--- src/rtl/puf_pkg.sv ---
// -----------------------------------------------------------------------------
// puf_pkg
// Shared definitions for the PUF key-generation controller:
//   - FSM state encoding (puf_state_t)
//   - PUF_BYTE_W: width of one PUF response / challenge
//   - default NUM_VOTES, KEY_BYTES and TIMEOUT values
//   - sat_add8: saturating add used for the unstable-bit counter
// -----------------------------------------------------------------------------
package puf_pkg;

    localparam int PUF_BYTE_W    = 8;
    localparam int DEF_NUM_VOTES = 3;
    localparam int DEF_KEY_BYTES = 4;
    localparam int DEF_TIMEOUT   = 1024;

    typedef enum logic [2:0] {
        ST_IDLE    = 3'd0,
        ST_ISSUE   = 3'd1,
        ST_CAPTURE = 3'd2,
        ST_GAP     = 3'd3,
        ST_NEXT    = 3'd4,
        ST_DONE    = 3'd5,
        ST_ERR     = 3'd6
    } puf_state_t;

    // 8-bit accumulator plus a 0..8 increment, clamped at 255.
    function automatic logic [7:0] sat_add8(input logic [7:0] a, input logic [3:0] b);
        logic [8:0] sum;
        sum = {1'b0, a} + {5'b0_0000, b};
        return sum[8] ? 8'hFF : sum[7:0];
    endfunction

endpackage

--- src/rtl/puf_vote_acc.sv ---
// -----------------------------------------------------------------------------
// puf_vote_acc
// Eight per-bit ones-counters for majority voting over NUM_VOTES evaluations
// of one PUF response byte.
//
// Ports:
//   clk         clock, rising edge
//   rst         synchronous active-low reset
//   clr_i       clear all counters (takes priority over add_i)
//   add_i       accumulate din_i into the counters this cycle
//   din_i       PUF response byte being accumulated
//   maj_o       majority byte: bit i = ones_i > NUM_VOTES/2
//   unstable_o  number of bits with 0 < ones_i < NUM_VOTES (0..8)
// -----------------------------------------------------------------------------
module puf_vote_acc
    import puf_pkg::*;
#(
    parameter int NUM_VOTES = DEF_NUM_VOTES
)
(
    input  logic                  clk,
    input  logic                  rst,
    input  logic                  clr_i,
    input  logic                  add_i,
    input  logic [PUF_BYTE_W-1:0] din_i,
    output logic [PUF_BYTE_W-1:0] maj_o,
    output logic [3:0]            unstable_o
);

    localparam int              CW   = $clog2(NUM_VOTES + 1);
    localparam logic [CW-1:0]   HALF = CW'(NUM_VOTES / 2);
    localparam logic [CW-1:0]   ALL  = CW'(NUM_VOTES);

    logic [PUF_BYTE_W-1:0] unst_bit;

    genvar gi;
    generate
        for (gi = 0; gi < PUF_BYTE_W; gi++) begin : g_bit
            logic [CW-1:0] ones_q;

            always_ff @(posedge clk) begin
                if (!rst) begin
                    ones_q <= '0;
                end else if (clr_i) begin
                    ones_q <= '0;
                end else if (add_i) begin
                    ones_q <= ones_q + CW'(din_i[gi]);
                end
            end

            assign maj_o[gi]    = (ones_q > HALF);
            // A bit is unstable when the votes disagree: neither all-0 nor all-1.
            assign unst_bit[gi] = (ones_q != '0) && (ones_q != ALL);
        end
    endgenerate

    always_comb begin
        unstable_o = '0;
        for (int i = 0; i < PUF_BYTE_W; i++) begin
            unstable_o = unstable_o + 4'(unst_bit[i]);
        end
    end

endmodule

--- src/rtl/puf_keygen_ctrl.sv ---
// -----------------------------------------------------------------------------
// puf_keygen_ctrl
// Drives a PUF stage with one challenge per key byte, evaluates each challenge
// NUM_VOTES times, majority-votes every bit and assembles a KEY_BYTES-byte key.
// Counts non-unanimous bits and flags a timeout if the PUF never answers.
//
// Ports:
//   clk           clock, rising edge
//   rst           synchronous active-low reset
//   start         request key generation (accepted in IDLE only)
//   seed[7:0]     base challenge, captured on accepted start
//   busy          high from the cycle after accepted start until back in IDLE
//   puf_en        PUF enable, high only while waiting for a response
//   puf_chall     challenge = seed + byte index (mod 256)
//   puf_response  PUF response byte
//   puf_ready     PUF response valid (only looked at while puf_en is high)
//   key           assembled key, byte 0 in bits [7:0]
//   key_valid     key available; held until key_ack
//   key_ack       consumer accepts key (only looked at while key_valid is high)
//   unstable_cnt  non-unanimous bits in the current/last key, saturating
//   error         PUF timeout; sticky until next accepted start or reset
// -----------------------------------------------------------------------------
module puf_keygen_ctrl
    import puf_pkg::*;
#(
    parameter int NUM_VOTES = DEF_NUM_VOTES,
    parameter int KEY_BYTES = DEF_KEY_BYTES,
    parameter int TIMEOUT   = DEF_TIMEOUT
)
(
    input  logic                    clk,
    input  logic                    rst,
    input  logic                    start,
    input  logic [7:0]              seed,
    output logic                    busy,
    output logic                    puf_en,
    output logic [7:0]              puf_chall,
    input  logic [7:0]              puf_response,
    input  logic                    puf_ready,
    output logic [8*KEY_BYTES-1:0]  key,
    output logic                    key_valid,
    input  logic                    key_ack,
    output logic [7:0]              unstable_cnt,
    output logic                    error
);

    localparam int BIW = (KEY_BYTES > 1) ? $clog2(KEY_BYTES) : 1;
    localparam int VIW = (NUM_VOTES > 1) ? $clog2(NUM_VOTES) : 1;
    localparam int TW  = $clog2(TIMEOUT + 1);

    localparam logic [BIW-1:0] LAST_BYTE = BIW'(KEY_BYTES - 1);
    localparam logic [VIW-1:0] LAST_VOTE = VIW'(NUM_VOTES - 1);
    localparam logic [TW-1:0]  TMO_LIM   = TW'(TIMEOUT);

    puf_state_t                state_q;
    logic [7:0]                seed_q;
    logic [BIW-1:0]            byte_idx_q;
    logic [VIW-1:0]            vote_idx_q;
    logic [TW-1:0]             tmo_cnt_q;
    logic [PUF_BYTE_W-1:0]     resp_q;
    logic [PUF_BYTE_W-1:0]     key_build_q [KEY_BYTES];
    logic [8*KEY_BYTES-1:0]    key_q;
    logic                      key_valid_q;
    logic                      busy_q;
    logic                      puf_en_q;
    logic [7:0]                puf_chall_q;
    logic [7:0]                unstable_cnt_q;
    logic                      error_q;

    logic [8*KEY_BYTES-1:0]    key_d;
    logic [7:0]                unstable_cnt_d;
    logic [7:0]                chall_next_d;
    logic                      start_ok;
    logic                      acc_clr;
    logic                      acc_add;
    logic [PUF_BYTE_W-1:0]     acc_maj;
    logic [3:0]                acc_unstable;

    assign start_ok = (state_q == ST_IDLE) && start;
    // Counters are cleared when a run begins and after each byte is consumed.
    assign acc_clr  = start_ok || (state_q == ST_NEXT) || (state_q == ST_ERR);
    assign acc_add  = (state_q == ST_CAPTURE);

    puf_vote_acc #(
        .NUM_VOTES (NUM_VOTES)
    ) u_vote_acc (
        .clk        (clk),
        .rst        (rst),
        .clr_i      (acc_clr),
        .add_i      (acc_add),
        .din_i      (resp_q),
        .maj_o      (acc_maj),
        .unstable_o (acc_unstable)
    );

    assign unstable_cnt_d = sat_add8(unstable_cnt_q, acc_unstable);
    assign chall_next_d   = seed_q + 8'(byte_idx_q) + 8'd1;

    // Key as it will look once the byte currently in the accumulator is
    // written. The visible key is only updated from this on entry to DONE,
    // so an aborted run never disturbs the previously delivered key.
    genvar gi;
    generate
        for (gi = 0; gi < KEY_BYTES; gi++) begin : g_key
            assign key_d[8*gi +: 8] = (byte_idx_q == BIW'(gi)) ? acc_maj : key_build_q[gi];
        end
    endgenerate

    always_ff @(posedge clk) begin
        if (!rst) begin
            state_q        <= ST_IDLE;
            seed_q         <= '0;
            byte_idx_q     <= '0;
            vote_idx_q     <= '0;
            tmo_cnt_q      <= '0;
            resp_q         <= '0;
            for (int i = 0; i < KEY_BYTES; i++) begin
                key_build_q[i] <= '0;
            end
            key_q          <= '0;
            key_valid_q    <= 1'b0;
            busy_q         <= 1'b0;
            puf_en_q       <= 1'b0;
            puf_chall_q    <= '0;
            unstable_cnt_q <= '0;
            error_q        <= 1'b0;
        end else begin
            case (state_q)
                ST_IDLE: begin
                    if (start) begin
                        seed_q         <= seed;
                        byte_idx_q     <= '0;
                        vote_idx_q     <= '0;
                        tmo_cnt_q      <= '0;
                        unstable_cnt_q <= '0;
                        error_q        <= 1'b0;
                        busy_q         <= 1'b1;
                        puf_en_q       <= 1'b1;
                        puf_chall_q    <= seed;
                        state_q        <= ST_ISSUE;
                    end
                end

                ST_ISSUE: begin
                    if (puf_ready) begin
                        // Response is registered here so CAPTURE sees it even
                        // if the PUF drops it once enable falls.
                        resp_q   <= puf_response;
                        puf_en_q <= 1'b0;
                        state_q  <= ST_CAPTURE;
                    end else if (tmo_cnt_q == TMO_LIM) begin
                        puf_en_q <= 1'b0;
                        error_q  <= 1'b1;
                        state_q  <= ST_ERR;
                    end else begin
                        tmo_cnt_q <= tmo_cnt_q + TW'(1);
                    end
                end

                ST_CAPTURE: begin
                    state_q <= ST_GAP;
                end

                ST_GAP: begin
                    if (vote_idx_q == LAST_VOTE) begin
                        state_q <= ST_NEXT;
                    end else begin
                        vote_idx_q <= vote_idx_q + VIW'(1);
                        tmo_cnt_q  <= '0;
                        puf_en_q   <= 1'b1;
                        state_q    <= ST_ISSUE;
                    end
                end

                ST_NEXT: begin
                    key_build_q[byte_idx_q] <= acc_maj;
                    unstable_cnt_q          <= unstable_cnt_d;
                    vote_idx_q              <= '0;
                    if (byte_idx_q == LAST_BYTE) begin
                        key_q       <= key_d;
                        key_valid_q <= 1'b1;
                        state_q     <= ST_DONE;
                    end else begin
                        byte_idx_q  <= byte_idx_q + BIW'(1);
                        tmo_cnt_q   <= '0;
                        puf_chall_q <= chall_next_d;
                        puf_en_q    <= 1'b1;
                        state_q     <= ST_ISSUE;
                    end
                end

                ST_DONE: begin
                    if (key_ack) begin
                        key_valid_q <= 1'b0;
                        busy_q      <= 1'b0;
                        state_q     <= ST_IDLE;
                    end
                end

                ST_ERR: begin
                    busy_q  <= 1'b0;
                    state_q <= ST_IDLE;
                end

                default: begin
                    puf_en_q <= 1'b0;
                    busy_q   <= 1'b0;
                    state_q  <= ST_IDLE;
                end
            endcase
        end
    end

    assign busy         = busy_q;
    assign puf_en       = puf_en_q;
    assign puf_chall    = puf_chall_q;
    assign key          = key_q;
    assign key_valid    = key_valid_q;
    assign unstable_cnt = unstable_cnt_q;
    assign error        = error_q;

endmodule

--- config.mk ---
export PLATFORM = sky130hd
export DESIGN_NAME = puf_keygen_ctrl
export DESIGN_NICKNAME = d
export VERILOG_FILES = /design/src/rtl/puf_pkg.sv /design/src/rtl/puf_vote_acc.sv /design/src/rtl/puf_keygen_ctrl.sv
export SDC_FILE = /design/constraint.sdc
export NUM_CORES = 1
export LEC_CHECK = 0
export CORE_UTILIZATION = 35
export CTS_CLUSTER_SIZE = 24
export DETAILED_ROUTE_END_ITERATION = 10
export PLACE_DENSITY_LB_ADDON = 0.3
export SETUP_SLACK_MARGIN = 0.15
export SLEW_MARGIN = 20
export SYNTH_ARGS = -nofsm -noshare
export SYNTH_HDL_FRONTEND = slang
export SYNTH_SLANG_ARGS = --single-unit
export TNS_END_PERCENT = 100
--- constraint.sdc ---
create_clock -name clk -period 3.9 [get_ports clk]
set_clock_uncertainty 0.05 [all_clocks]
set_input_delay 0.78 -clock clk [delete_from_list [all_inputs] [get_ports clk]]
set_output_delay 0.78 -clock clk [all_outputs]
set_load 0.05 [all_outputs]
==> impl_metrics.tcl, run 1 <==
set metrics [dict create \
    boundaryPins 73 \
    final_area_um2 7640 \
    initial_core_util_pct 36.0 \
    drt_pass1_iterations 4 \
    ys_seq_area_share_pct 46.1 \
    port_buffers 72 \
    fillers 1585 \
    synth_xor_area_share_pct 2.48 \
    hpwlAfterDp_mm 9.01 \
    outcome "finished clean" \
    overflow 0 \
    top_usage_layer "met2" \
    mostFrequentLayoutCell "nand2_1" \
    crit_top_cell "inv_2" \
    yosys_warnings 0 \
    cts_buffers 17 \
    holdCritStartpoint "key[23]$_SDFFE_PN0P_" \
    synth_top_family_by_area "simple AND/OR/NAND/NOR gates" \
    grt_use_met1_pct 21.6 \
    grt_pass1_vias 4235 \
    syn_to_final_growth_pct 27.4 \
    drt_wl_total_mm 13.2 \
    grtUsageTotal_pct 15.7 \
    leakage_nw 2.73 \
    async_reset_ff_share_pct 0 \
    wl_per_cell_um 13.5 \
    grt_pass1_wl_mm 21.6 \
    holdBufCountCts 0 \
    layout_common_cells "nand2_1, dfxtp_1, clkdlybuf4s50_1, nor2_1, a21boi_0" \
    path_clk_slew_ns 0.05 \
    antenna_left 0 \
    ys.flop_type "dfxtp_1" \
    drc 0 \
    grt_start_max_net_pins 54 \
    synth_simple_gate_area_share_pct 23.0 \
    crit_start "u_vote_acc.g_bit[1].ones_q[1]$_SDFFE_PP0P_" \
    setup.worst_path.class "flop to flop" \
    root_buffer "clkbuf_16" \
    worst_slew_pin_slew_ns 0.862 \
    crit_fanout 6 \
    slowest_delay_ns 0.49 \
    fin_cells 978 \
    crit_path_end_kind "flop" \
    yosys.area_share.adder_pct 8.06 \
    insertion_delay_ns 0.42 \
    crit_path_start_kind "flop" \
    fin_hold_ws_ns 0.415 \
    place_ws_ns -0.00475 \
    reg2reg_to "unstable_cnt[1]$_SDFFE_PN0P_" \
    syn_nets 730 \
    hold_viol 0 \
    placed_cells 942 \
    synth-compound-area-share_pct 14.5 \
    synthesis.area_um2 5990 \
    place.gp.congestion 0.780 \
    fin_crit_ns 3.89 \
    ys_ff_latch 126 \
    synth_edf_count 24 \
    first_iter_violations 254 \
    slew_violations 0 \
    rsz0062_at_grt "yes" \
    avgSynthCellArea_um2 8.89 \
    h-tree-depth 4 \
    clock-sinks 126 \
    die_area_um2 17700 \
    timing.max_slew.rel_slack_pct 42.5 \
    multi_input_area_um2 3080 \
    die_w_um 133 \
    setup_violations 0 \
    crit_chain "inv_2 > ha_4 > inv_2 > ha_4 > inv_2 > fa_1 > fa_1 > inv_1 > fa_2 > inv_2 > fa_2 > fa_2 > nor2b_4 > o21bai_4 > nor2_4 > nor2b_1 > o22ai_1" \
    grtUsageMet3_pct 4.25 \
    ir_drop_uv 313 \
    synth_cells 674 \
    fmax_mhz 257 \
    reg2reg_depth 17 \
    num_antenna_cells 0 \
    worst_slack_ns 0.00596 \
    cts_tree "built" \
    worst-endpoint-required_ns 4.18 \
    fin_crit_sh_pct 99.8 \
    via_count 4691 \
    post_dp_cell_area_um2 6980 \
    drive_gt1_share_pct 10.9 \
    grtUsageMet2_pct 23.5 \
    drv_cap 0 \
    seqCellArea_um2 2770 \
    r2r_slack_ns 0.006 \
    nets 801 \
    crit_path_end "unstable_cnt[1]$_SDFFE_PN0P_" \
    yosys.cell_types.count 64 \
    core-area_um2 16600 \
    power.density_nw_per_um2 451 \
    muxShareOfSynthArea_pct 1.50 \
    post-route-util_pct 45.9 \
    chipHeight_um 133 \
    crit_path_top_delay_cell "fa_1" \
    antenna_found_initial 0 \
    ctsLongestPathBuffers 2 \
    min_path_type "flop to flop" \
    rows 47 \
    r2r-start "u_vote_acc.g_bit[1].ones_q[1]$_SDFFE_PP0P_" \
    avgViaCountPerCell 4.80 \
    critPathArrivalTime_ns 4.18 \
]
[sequential cells by signal (all words and copies together), names as in the netlist, 3 cells and up]
signal and count:
key 32, key_build_q 24, u_vote_acc.g_bit.ones_q 16, tmo_cnt_q 11
puf_chall 8, resp_q 8, seed_q 8, unstable_cnt 8
state_q 3
[logic make-up after synthesis]
kind of cell | after synthesis
AOI/OAI and AO/OA | 134
xor gates and xnor gates | 17
adders and majority gates | 35
buffers and inverters | 66
DFF | 126
muxes | 9
and+or+nand+nor | 287
[worst max-delay path: cells and delay by family (launching register included)]
family	cells	cell delay [ns]
AO/OA/AOI/OAI	2	0.21
adder cells (fa/ha/maj)	7	2.59
buffers and inverters	5	0.24
AND/OR/NAND/NOR	3	0.39
flip-flops	1	0.33
[repair_timing]
item,4_1_cts,5_1_grt
setup buffers,2,2
gates resized for setup,9,3
endpoints found under the setup margin,8,8
pin swaps,7,7
cloned,0,0
[cell type report]
class	instances	share of cell area, %
sequential	126	36.2
multi-input combinational	482	40.3
clock buffer	21	5.77
inverter	33	1.62
clock inverter	11	1.85
tap	220	3.60
timing repair buffer	85	10.7
[through the flow]
stage	setup TNS [ns]	power [mW]
finish	0	3.44
global route	-0.656	3.59
CTS	0	3.47
global placement	0	1.89
floorplan	0	1.76
detailed placement	-0.0103	1.89
[how the worst min path moves through the flow]
stage	end	slack, ns	cells past startpoint
after floorplan	seed_q[0]$_SDFFE_PN0P_	0.39	2
after CTS	key[1]$_SDFFE_PN0P_	0.42	2
after detailed placement	key[1]$_SDFFE_PN0P_	0.41	2
after global routing	key[3]$_SDFFE_PN0P_	0.44	2
after global placement	key[11]$_SDFFE_PN0P_	0.40	2
final	key[23]$_SDFFE_PN0P_	0.41	2
[power breakdown]
| group | switching (mW) | total (mW) | internal, mW |
|---|---|---|---|
| Sequential | 0.0625 | 1.44 | 1.38 |
| Combinational | 0.265 | 0.425 | 0.160 |
| Clock | 0.577 | 1.58 | 1.00 |
| Total | 0.904 | 3.44 | 2.54 |
[Yosys cell counts, drive strengths merged, types with 14 or more instances]
library cell | n | area share, %
a21oi | 36 | 3.0
dfxtp | 102 | 34
clkbuf | 24 | 1.5
xnor2 | 14 | 2.0
nor2b | 19 | 2.0
a21boi | 37 | 4.6
ha | 29 | 6.1
nand2 | 132 | 8.3
inv | 33 | 2.1
edfxtp | 24 | 12
o21ai | 29 | 2.5
nand3 | 17 | 1.5
nor2 | 52 | 3.3
nand2b | 14 | 1.5
[layer usage]
metal | vias to the layer above | wire (um)
li1 | 2438 | -
met1 | 2147 | 6700
met2 | 95 | 5900
met3 | 11 | 495
met4 | 0 | 156
met5 | - | 0
Note: power is estimated with default switching activity, not from simulation.
==> run 2: changes to the inputs <==
--- a/config.mk
+++ b/config.mk
@@ -5,10 +5,11 @@
 export SDC_FILE = /design/constraint.sdc
 export NUM_CORES = 1
 export LEC_CHECK = 0
-export CORE_UTILIZATION = 35
+export CORE_MARGIN = 3
+export CORE_UTILIZATION = 30
 export CTS_CLUSTER_SIZE = 24
 export DETAILED_ROUTE_END_ITERATION = 10
-export PLACE_DENSITY_LB_ADDON = 0.3
+export PLACE_DENSITY = 0.47
 export SETUP_SLACK_MARGIN = 0.15
 export SLEW_MARGIN = 20
 export SYNTH_ARGS = -nofsm -noshare
==> run 2 against run 1 <==
Compared with the run above: the flow now finishes with violations (negative setup slack); sequential power about the same; via count up 1.0%; clock power down 4%; non-clock buffer count up 1; first-iteration DRC count down 5.1%.
==> impl_metrics.tcl, run 2 (synthesis gave the netlist of run 1 again) <==
set metrics [dict create \
    r2r_slack_ns -0.04 \
    route.met2.wl_mm 6.48 \
    leakage_nw 2.73 \
    power.density_nw_per_um2 439 \
    setup_violations 3 \
    drt_pass1_iterations 4 \
    h-tree-depth 4 \
    p_int_mw 2.42 \
    die_area_um2 21700 \
    switching_share_pct 28.1 \
    power_frac_clock_pct 44.7 \
    wl_per_cell_um 14.1 \
    overflow 0 \
    critPathArrivalTime_ns 4.18 \
    failed_checks "negative setup slack" \
    switching_power_uw 949 \
    drt_wl_total_mm 14.5 \
    die_w_um 147 \
    rows 51 \
    crit_fanout 3 \
    crit_path_end "unstable_cnt[7]$_SDFFE_PN0P_" \
    largest_reg_flops 32 \
    crit_path_start_kind "flop" \
    fin_crit_ns 3.94 \
    drv_cap 0 \
    root_buffer "clkbuf_16" \
    nets 802 \
    boundaryPins 73 \
    path_clk_slew_ns 0.06 \
    power_mw 3.37 \
    wl_met3_um 448 \
    worst-endpoint-required_ns 4.14 \
    hpwlAfterDp_mm 10.2 \
    min_path_type "flop to flop" \
    path_depth 18 \
    rsz0062_at_grt "yes" \
    holdBufCountCts 0 \
    outcome "complete, but fails checks" \
    grt_pass1_wl_mm 23.6 \
    worst-path-buf-inv 6 \
    timing.max_slew.rel_slack_pct 43.5 \
    hold_viol 0 \
    slew_violations 0 \
    via_count 4739 \
    crit_path_end_kind "flop" \
    grtUsageTotal_pct 13.6 \
    grt_start_max_net_pins 53 \
    met1_length_mm 7.31 \
    initial_core_util_pct 30.7 \
    antenna_left 0 \
    reg2reg_depth 18 \
    ir_drop_uv 279 \
    crit_chain "inv_2 > ha_4 > inv_2 > ha_4 > inv_2 > fa_1 > fa_1 > inv_1 > fa_2 > inv_2 > fa_1 > inv_1 > ha_1 > a21o_1 > a21oi_2 > nor2_2 > a21oi_2 > o2bb2ai_1" \
    insertion_delay_ns 0.42 \
    layout_common_cells "nand2_1, dfxtp_1, clkdlybuf4s50_1, nor2_1, a21boi_0" \
    worst_slew_pin_slew_ns 0.846 \
    crit_top_cell "inv_2" \
    syn_to_final_growth_pct 28.3 \
    avgViaCountPerCell 4.63 \
    cts_buffers 17 \
    r2r-start "u_vote_acc.g_bit[0].ones_q[1]$_SDFFE_PP0P_" \
    worst_slack_ns -0.0394 \
    port_buffers 72 \
    mostFrequentLayoutCell "nand2_1" \
    reg2reg_to "unstable_cnt[7]$_SDFFE_PN0P_" \
    place.gp.congestion 0.778 \
    clock-sinks 126 \
    drive_gt1_share_pct 11.9 \
    crit_path_top_delay_cell "fa_1" \
    crit_start "u_vote_acc.g_bit[0].ones_q[1]$_SDFFE_PP0P_" \
    first_iter_violations 241 \
    core-area_um2 19500 \
    post-route-util_pct 39.4 \
    critical_path.top_delay_family "adder cells" \
    cts_tree "built" \
    drc 0 \
    fin_crit_sh_pct 101 \
    comb_power_share_pct 12.5 \
    chipHeight_um 147 \
    num_antenna_cells 0 \
    p_seq_share_pct 42.8 \
    slowest_delay_ns 0.49 \
    setup.worst_path.class "flop to flop" \
    antenna_found_initial 0 \
    ctsLongestPathBuffers 2 \
    top_layer_used "met4" \
    fmax_mhz 254 \
    grt_pass1_vias 4640 \
]
-- run 2: power groups by stage --
stage                     combinational (mW)  sequential [mW]  clock [mW]
final                                  0.421             1.45        1.51
after global routing                   0.466             1.45        1.60
after CTS                              0.429             1.45        1.55
after detailed placement               0.426             1.47           0
after global placement                 0.419             1.47           0
after floorplan                        0.267             1.49           0
-- run 2: how the worst min path moves through the flow --
| stage | to | start | cells past startpoint | slack, ns |
|---|---|---|---|---|
| 4_1_cts | key[3]$_SDFFE_PN0P_ | key[3]$_SDFFE_PN0P_ | 2 | 0.42 |
| 3_5_place_dp | key[3]$_SDFFE_PN0P_ | key[3]$_SDFFE_PN0P_ | 2 | 0.41 |
| 6_report | key[3]$_SDFFE_PN0P_ | key[3]$_SDFFE_PN0P_ | 2 | 0.41 |
| 5_1_grt | key[3]$_SDFFE_PN0P_ | key[3]$_SDFFE_PN0P_ | 2 | 0.43 |
| 3_3_place_gp | seed_q[0]$_SDFFE_PN0P_ | seed_q[0]$_SDFFE_PN0P_ | 2 | 0.40 |
| 2_1_floorplan | seed_q[0]$_SDFFE_PN0P_ | seed_q[0]$_SDFFE_PN0P_ | 2 | 0.39 |
-- run 2: final cells by class --
| cell class | count | area, um2 |
|---|---|---|
| clock buffers | 18 | 429 |
| clock inverters | 14 | 136 |
| fillers | 1989 | 11800 |
| inverters | 33 | 124 |
| multi-input cells | 482 | 3080 |
| flip-flops and latches | 126 | 2770 |
| well taps | 265 | 332 |
| repair buffers | 86 | 821 |
-- run 2: tightest hold or removal path: cells and delay by family, from the launching register on --
| family | cells | cell delay, ns |
|---|---|---|
| and+or+nand+nor | 1 | 0.04 |
| DFF | 1 | 0.30 |
| AOI/OAI and AO/OA | 1 | 0.06 |
-- run 2: layer usage --
metal | vias up | global-route usage, %
li1 | 2435 | -
met1 | 2208 | 18.5
met2 | 77 | 21.1
met3 | 19 | 3.67
met4 | 0 | 4.71
met5 | - | 0
-- run 2: timing repair --
| item | CTS | global route |
|---|---|---|
| setup buffers | 6 | 0 |
| endpoints found under the setup margin | 8 | 8 |
| gates resized for setup | 11 | 2 |
| pin swaps | 3 | 3 |
-- run 2: per-stage QoR --
step | setup TNS [ns] | cells | instance area (um2) | hold slack [ns] | setup WS, ns
final | -0.0624 | 1024 | 7690 | 0.411 | -0.0394
after global routing | -0.793 | 1024 | 7690 | 0.430 | -0.179
after CTS | -0.0184 | 1024 | 7680 | 0.417 | -0.0155
after detailed placement | -0.236 | 986 | 7030 | 0.408 | -0.0691
after global placement | 0 | 986 | 7030 | 0.401 | 0.00525
after floorplan | 0 | 674 | 6040 | 0.393 | 0.138
==> run 3: changes to the inputs <==
--- a/config.mk
+++ b/config.mk
@@ -9,6 +9,8 @@
 export CORE_UTILIZATION = 30
 export CTS_CLUSTER_SIZE = 24
 export DETAILED_ROUTE_END_ITERATION = 10
+export GPL_TIMING_DRIVEN = 0
+export HOLD_SLACK_MARGIN = 0.05
 export PLACE_DENSITY = 0.47
 export SETUP_SLACK_MARGIN = 0.15
 export SLEW_MARGIN = 20
==> run 3 against run 2 <==
Compared with the run above: the flow still finishes with violations (negative setup slack); cell area grew 1.6%; power grew 1.6%; routed wire length grew 6.4%; register-to-register slack lost 0.09 ns; cell count grew 2.8%; via count grew 3.6%; highest routed layer unchanged; flip-flop and latch count is the same; critical path depth is the same; clock-buffer cell count grew 2; die area is the same; worst setup slack lost 0.087 ns; core utilization grew 0.62 points; largest power group unchanged; critical path type unchanged.
==> impl_metrics.tcl, run 3 (synthesis gave the netlist of run 1 again) <==
set metrics [dict create \
    hold_depth 2 \
    wl_per_cell_um 14.6 \
    port_buffers 72 \
    boundaryPins 73 \
    layout_common_cells "nand2_1, dfxtp_1, clkdlybuf4s50_1, nor2_1, a21boi_0" \
    crit_path_end_kind "flop" \
    min_path_type "flop to flop" \
    rsz0062_at_grt "yes" \
    avgViaCountPerCell 4.66 \
    timing.max_slew.rel_slack_pct 41.6 \
    antenna_left 0 \
    die_w_um 147 \
    clock-sinks 126 \
    grt_start_max_net_pins 17 \
    crit_top_cell "inv_2" \
    crit_path_top_delay_cell "fa_1" \
    antenna_found_initial 0 \
    slew_violations 0 \
    hpwlAfterDp_mm 11.3 \
    die_area_um2 21700 \
    drt_pass1_iterations 4 \
    overflow 0 \
    post_dp_cell_area_um2 7090 \
    nets 831 \
    grt_pass1_vias 4959 \
    holdBufCountCts 0 \
    ctsLongestPathBuffers 2 \
    leakage_nw 2.78 \
    h-tree-depth 4 \
    hold_viol 0 \
    fin_hold_ws_ns 0.412 \
    rows 51 \
    reg2reg_depth 18 \
    drt_wl_total_mm 15.4 \
    failed_checks "negative setup slack" \
    num_antenna_cells 0 \
    initial_core_util_pct 30.7 \
    chipHeight_um 147 \
    first_iter_violations 323 \
    crit_path_start_kind "flop" \
    drc 0 \
    insertion_delay_ns 0.42 \
    grtUsageTotal_pct 14.7 \
    outcome "complete, but fails checks" \
    crit_chain "inv_2 > ha_4 > inv_4 > ha_4 > inv_2 > fa_1 > fa_1 > inv_2 > fa_2 > inv_2 > fa_2 > fa_2 > nor2b_4 > o21bai_4 > nor2_4 > buf_4 > o21ai_1 > nand2_1" \
    syn_to_final_growth_pct 30.3 \
    setup.worst_path.class "flop to flop" \
    worst_slew_pin_slew_ns 0.873 \
    drive_gt1_share_pct 11.5 \
    power.density_nw_per_um2 439 \
    largest_reg_flops 32 \
    place.gp.congestion 0.815 \
    worst-endpoint-required_ns 4.22 \
    final_area_um2 7810 \
    cts_tree "built" \
    slowest_delay_ns 0.51 \
    ir_drop_uv 317 \
    fin_crit_ns 4.03 \
    grt_pass1_wl_mm 25.3 \
    fmax_mhz 248 \
    via_count 4911 \
    worst_slack_ns -0.126 \
    crit_fanout 5 \
    path_clk_slew_ns 0.06 \
    core-area_um2 19500 \
    critPathArrivalTime_ns 4.34 \
    setup_violations 8 \
    drv_cap 0 \
    cts_buffers 17 \
    mostFrequentLayoutCell "nand2_1" \
    root_buffer "clkbuf_16" \
    fin_crit_sh_pct 103 \
]
run 3: cell types whose count changed in the layout (fill, tap and decap cells not counted), moves of 2 or more:
cell	before	now
buf_6	0	2
o21ai_1	10	12
clkbuf_16	17	19
buf_2	1	4
buf_1	0	4
o21ai_0	17	15
clkbuf_1	1	25
buf_4	14	9
run 3: cell type report:
cell class              count  area (um2)
fillers                  1991       11700
multi-input cells         482        3070
flip-flops and latches    126        2770
repair buffers             82         800
clock buffers              20         479
well taps                 265         332
plain buffers              33         136
inverters                  33         126
clock inverters            12         100
run 3: layer usage:
layer  vias to the layer above  share of wire, %  global-route usage [%]
met3                        27               5.1                    4.29
li1                       2499                 -                       -
met2                        99                46                    24.1
met4                         0               2.0                    5.59
met5                         -                 0                       0
met1                      2286                47                    18.4
run 3: report_power, final:
group / internal [mW] / leakage, nW / switching (mW) / total, mW
clock: 0.902 / 0.276 / 0.628 / 1.53
combinational: 0.171 / 1.43 / 0.310 / 0.481
sequential: 1.38 / 1.07 / 0.0377 / 1.42
total: 2.45 / 2.78 / 0.976 / 3.43
run 3: stage by stage:
| stage | setup TNS [ns] | util, % | total power, mW | setup WS, ns | cells |
|---|---|---|---|---|---|
| 6_report | -0.542 | 40.0 | 3.43 | -0.126 | 1053 |
| 5_1_grt | -1.58 | 40.0 | 3.59 | -0.233 | 1053 |
| 4_1_cts | -0.239 | 39.8 | 3.47 | -0.0663 | 1048 |
| 3_5_place_dp | -0.566 | 36.3 | 1.92 | -0.0916 | 1011 |
| 3_3_place_gp | -0.480 | 36.3 | 1.92 | -0.0908 | 1011 |
| 2_1_floorplan | 0 | - | 1.76 | 0.138 | 674 |
run 3: worst max-delay path, delay by kind of cell (launching register included):
| kind | cells | cell delay [ns] |
|---|---|---|
| AOI/OAI and AO/OA | 2 | 0.15 |
| and+or+nand+nor | 3 | 0.41 |
| adders and majority gates | 7 | 2.66 |
| buffers and inverters | 6 | 0.37 |
| DFF | 1 | 0.33 |
run 3: what timing repair did:
item,4_1_cts,5_1_grt
gates resized for setup,13,6
setup endpoints to repair,8,8
hold endpoints to repair,0,0
buffers inserted,5,5
pin swaps,7,5
run 3: final timing paths:
path	from	endpoint	slack, ns
worst max-delay path	u_vote_acc.g_bit[0].ones_q[1]$_SDFFE_PP0P_	unstable_cnt[2]$_SDFFE_PN0P_	-0.13
worst min-delay path	unstable_cnt[3]$_SDFFE_PN0P_	unstable_cnt[3]$_SDFFE_PN0P_	0.41
worst max register to register	u_vote_acc.g_bit[0].ones_q[1]$_SDFFE_PP0P_	unstable_cnt[2]$_SDFFE_PN0P_	-0.13
worst min register to register	unstable_cnt[3]$_SDFFE_PN0P_	unstable_cnt[3]$_SDFFE_PN0P_	0.41
